`src/rtl/seq_divider.sv`:
```
// Sequential restoring divider that produces one quotient bit per clock, with a registered
// quotient, remainder and done pulse. Define SEQDIV_SIGNED_EN for two's-complement operation.
module seq_divider #(
    parameter int N = 4
) (
    input  logic         CLOCK_50,
    input  logic         resetn,
    input  logic         start,
    input  logic [N-1:0] dividend,
    input  logic [N-1:0] divisor,
    output logic         busy,
    output logic         done,
    output logic [N-1:0] quotient,
    output logic [N-1:0] remainder,
    output logic         div_by_zero
);
    localparam int CW = $clog2(N);

    localparam logic [1:0] IDLE = 2'd0;
    localparam logic [1:0] CALC = 2'd1;
    localparam logic [1:0] DONE = 2'd2;

    logic [1:0]    state;
    logic [N-1:0]  q_reg, d_reg;
    logic [N:0]    r_reg;
    logic [CW-1:0] cnt;

    logic [N:0]    r_sh, t, r_next;
    logic [N-1:0]  q_next;
    logic          last_step;
    logic [N-1:0]  a_mag, b_mag, q_fix, r_fix;

    // One restoring step. R stays below D, so the shifted R fits in N+1 bits.
    always_comb begin
        r_sh   = {r_reg[N-1:0], q_reg[N-1]};
        t      = r_sh - {1'b0, d_reg};
        r_next = t[N] ? r_sh : t;
        q_next = {q_reg[N-2:0], ~t[N]};
    end

    assign last_step = (cnt == CW'(N - 1));
    assign busy      = (state != IDLE);
    assign done      = (state == DONE);

`ifdef SEQDIV_SIGNED_EN
    logic q_neg, r_neg;

    // The core divides magnitudes. Signs are restored when the result is written.
    assign a_mag = dividend[N-1] ? -dividend : dividend;
    assign b_mag = divisor[N-1]  ? -divisor  : divisor;
    assign q_fix = q_neg ? -q_next : q_next;
    assign r_fix = r_neg ? -r_next[N-1:0] : r_next[N-1:0];

    always_ff @(posedge CLOCK_50 or negedge resetn) begin
        if (!resetn) begin
            q_neg <= 1'b0;
            r_neg <= 1'b0;
        end else if (state == IDLE && start) begin
            q_neg <= dividend[N-1] ^ divisor[N-1];
            r_neg <= dividend[N-1];
        end
    end
`else
    assign a_mag = dividend;
    assign b_mag = divisor;
    assign q_fix = q_next;
    assign r_fix = r_next[N-1:0];
`endif

    always_ff @(posedge CLOCK_50 or negedge resetn) begin
        if (!resetn) begin
            state       <= IDLE;
            q_reg       <= '0;
            d_reg       <= '0;
            r_reg       <= '0;
            cnt         <= '0;
            quotient    <= '0;
            remainder   <= '0;
            div_by_zero <= 1'b0;
        end else begin
            case (state)
                IDLE: begin
                    if (start) begin
                        if (divisor == '0) begin
                            quotient    <= '1;
                            remainder   <= dividend;
                            div_by_zero <= 1'b1;
                            state       <= DONE;
                        end else begin
                            q_reg <= a_mag;
                            d_reg <= b_mag;
                            r_reg <= '0;
                            cnt   <= '0;
                            state <= CALC;
                        end
                    end
                end
                CALC: begin
                    r_reg <= r_next;
                    q_reg <= q_next;
                    cnt   <= cnt + 1'b1;
                    if (last_step) begin
                        quotient    <= q_fix;
                        remainder   <= r_fix;
                        div_by_zero <= 1'b0;
                        state       <= DONE;
                    end
                end
                DONE:    state <= IDLE;
                default: state <= IDLE;
            endcase
        end
    end
endmodule

```
`config.mk`:
```
export PLATFORM = sky130hd
export DESIGN_NAME = seq_divider
export DESIGN_NICKNAME = d
export VERILOG_FILES = /design/src/rtl/seq_divider.sv
export SDC_FILE = /design/constraint.sdc
export NUM_CORES = 1
export LEC_CHECK = 0
export CORE_ASPECT_RATIO = 0.75
export CORE_MARGIN = 2
export CORE_UTILIZATION = 30
export DETAILED_ROUTE_END_ITERATION = 8
export HOLD_SLACK_MARGIN = 0.15
export MAX_ROUTING_LAYER = met4
export SLEW_MARGIN = 40
export SYNTH_ARGS = -nofsm -noshare
export SYNTH_HDL_FRONTEND = slang
export SYNTH_SLANG_ARGS = --single-unit
```
`constraint.sdc`:
```
create_clock -name CLOCK_50 -period 3.4 [get_ports CLOCK_50]
set_input_delay 0.51 -clock CLOCK_50 [delete_from_list [all_inputs] [get_ports CLOCK_50]]
set_output_delay 0.51 -clock CLOCK_50 [all_outputs]
set_load 0.02 [all_outputs]
```
==> out/metrics.cfg <==
[drt]
viasPerCell = 4.932
vias = 1085
postRouteAntennaNets = 0
wl_per_cell_um = 12.69
first_iter_violations = 115
drc = 0
wl_mm = 2.791
drt_pass1_iterations = 4

[cts]
htreeDepth = 1
cts_setup_buffers = 0
cts_tree = done
cts_buffers = 3
cts-root-buf = clkbuf_8
ctsHoldBuffers = 0
path_clk_slew_ps = 90
cts-resized-gates = 0
cts_sinks = 25
clk_latency_ps = 270
clockBufferDepth = 2

[pwr]
max-vdd-ir-drop_v = 0.0002923
power_per_cell_area_mw_per_mm2 = 1066
leakage_uw = 0.0006708

[placed_design]
dpl.hpwl_mm = 2.059
io_buffers = 21
place.gp.congestion = 0.8476

[timing]
max_slew.worst_pin.slew_ps = 630.4
finalSetupTns_ps = 0
skew_ps = 3.265
rsz0062_at_grt = no
hold_viol_final = 0
max_freq_ghz = 0.4293
relSlewSlack_pct = 57.97
fin_crit_sh_pct = 68.50
slew_viol_final = 0
fin_crit_ps = 2329
finalSetupViolCount = 0

[global_routing]
antenna_found_initial = 0
grt_max_degree = 26
grt_pass1_vias = 1063
grt_usage_pct = 13.07
grt.overflow.total = 0
grt_pass1_wl_mm = 4.726

[synthesis]
yosysUniqueCellTypes = 32
ys_ff_latch = 25
synth_cells = 145
syn_area_mm2 = 0.001299
ys_warn_count = 0
ys_seq_area_share_pct = 48.17
avgSynthCellArea_um2 = 8.957
synth_fp_nets = 162

[floorplanning]
die_width_um = 79.98
core_area_mm2 = 0.004104
initial_core_util_pct = 31.65
ios = 22
fp.dieH_um = 60.98
rows = 20
die_area_mm2 = 0.004877

[worst_setup_path]
cp.arrival_ps = 2450
critical_path_class = reg -> reg
crit_fanout = 5
endpoint_kind = flip-flop
worstPathRequired_ps = 3530
cp-start-kind = flip-flop

[cells_and_area]
drive_above_1_share_pct = 4.242
diodes = 0
mostFrequentLayoutCells = dfrtp_1 (25), clkdlybuf4s50_1 (21), nor2_1 (20), nand2_1 (20), a21oi_1 (11)
fillers = 430
utilization_pct = 38.99
final_common_cell = dfrtp_1
area_growth_syn_to_layout_pct = 23.22
nNetsFinal = 183

[run_status]
status = finished, final reports clean

[flow_run]
maxCapViolCount = 0

[min_path]
min_path_type = reg -> reg

## cell families (layout without fill, tap and decap cells)
logic type | after synthesis | count (layout) | share of synthesized area [%]
mux | 1 | 1 | 1.156
flops | 25 | 25 | 48.17
compound gates | 32 | 32 | 15.03
xor+xnor | 3 | 3 | 2.023
simple gates | 64 | 64 | 22.35
buf+inv | 14 | 34 | 4.913
fa+ha+maj | 6 | 6 | 6.358
## layout make-up
| cell class | instances | area, um2 | area share, % |
|---|---|---|---|
| multi-input cells | 106 | 609.3 | 38.08 |
| well taps | 55 | 68.82 | 4.300 |
| clock buffers | 4 | 45.04 | 2.815 |
| flip-flops and latches | 25 | 625.6 | 39.09 |
| inverters | 7 | 26.28 | 1.642 |
| repair buffers | 23 | 225.2 | 14.07 |
## cell usage after synthesis
cell,count,area (um2)
mux2_4,1,15.01
xor2_1,1,8.760
a21o_1,1,7.510
dfrtp_1,25,625.6
nor3_1,2,10.01
nor4_1,5,31.28
a32o_1,1,10.01
xnor2_1,2,17.52
o21ai_0,6,30.03
or4_1,1,7.510
clkbuf_1,3,11.26
nor2b_1,2,12.51
nor2_1,20,75.07
nand2b_1,3,18.77
o211ai_1,1,7.510
buf_2,3,15.01
o21bai_1,1,7.510
nand3_1,7,35.03
or3_1,2,12.51
a21oi_1,11,55.05
ha_1,5,62.56
nand2_1,20,75.07
or2_2,1,6.260
buf_6,1,11.26
o22a_1,1,8.760
a41oi_1,1,8.760
inv_1,7,26.28
o21a_1,1,7.510
a31oi_1,7,43.79
and3_1,1,6.260
fa_1,1,20.02
a22o_1,1,8.760
## critical path, cell delays in order (launching register included)
cell	delay, ps
dfrtp_1	380
inv_1	70
ha_1	220
fa_1	400
nand2b_1	180
a21oi_1	340
nor4_1	80
nor3_1	380
a31oi_1	140
## through the flow
| step | instances | setup WS [ps] | cell area [um2] | power (uW) | hold slack [ps] |
|---|---|---|---|---|---|
| 4_1_cts | 220 | 1100 | 1600 | 1717 | 486.3 |
| 3_3_place_gp | 216 | 1174 | 1555 | 1509 | 459.1 |
| 5_1_grt | 220 | 839.8 | 1600 | 1866 | 505.5 |
| 6_report | 220 | 1071 | 1600 | 1706 | 479.4 |
| 3_5_place_dp | 216 | 1093 | 1555 | 1534 | 473.8 |
| 2_1_floorplan | 145 | 1391 | 1299 | 1242 | 214.4 |
## metal layers
metal | up-vias | wire [um] | GRT usage (%)
met1 | 517 | 1357 | 14.89
met3 | 2 | 113 | 2.976
met4 | 0 | 27 | 3.632
met2 | 20 | 1293 | 23.45
li1 | 546 | - | -
met5 | - | 0 | -
## final timing paths
check,from,to,slack [ps],cells after the start
max,q_reg[3]$_DFFE_PN0P_,remainder[1]$_DFFE_PN0P_,1070,8
min,cnt[0]$_DFFE_PN0P_,cnt[0]$_DFFE_PN0P_,480,1
max reg2reg,q_reg[3]$_DFFE_PN0P_,remainder[1]$_DFFE_PN0P_,1070,8
min reg2reg,cnt[0]$_DFFE_PN0P_,cnt[0]$_DFFE_PN0P_,480,1
max in group asynchronous,resetn,remainder[3]$_DFFE_PN0P_,2560,2
min in group asynchronous,resetn,d_reg[1]$_DFFE_PN0P_,590,2
## report_power, final
part,switching (uW),internal [uW]
sequential,97.9,441
combinational,570,417
clock,96.1,83.9
No activity file was read; power rests on OpenSTA's default activity.
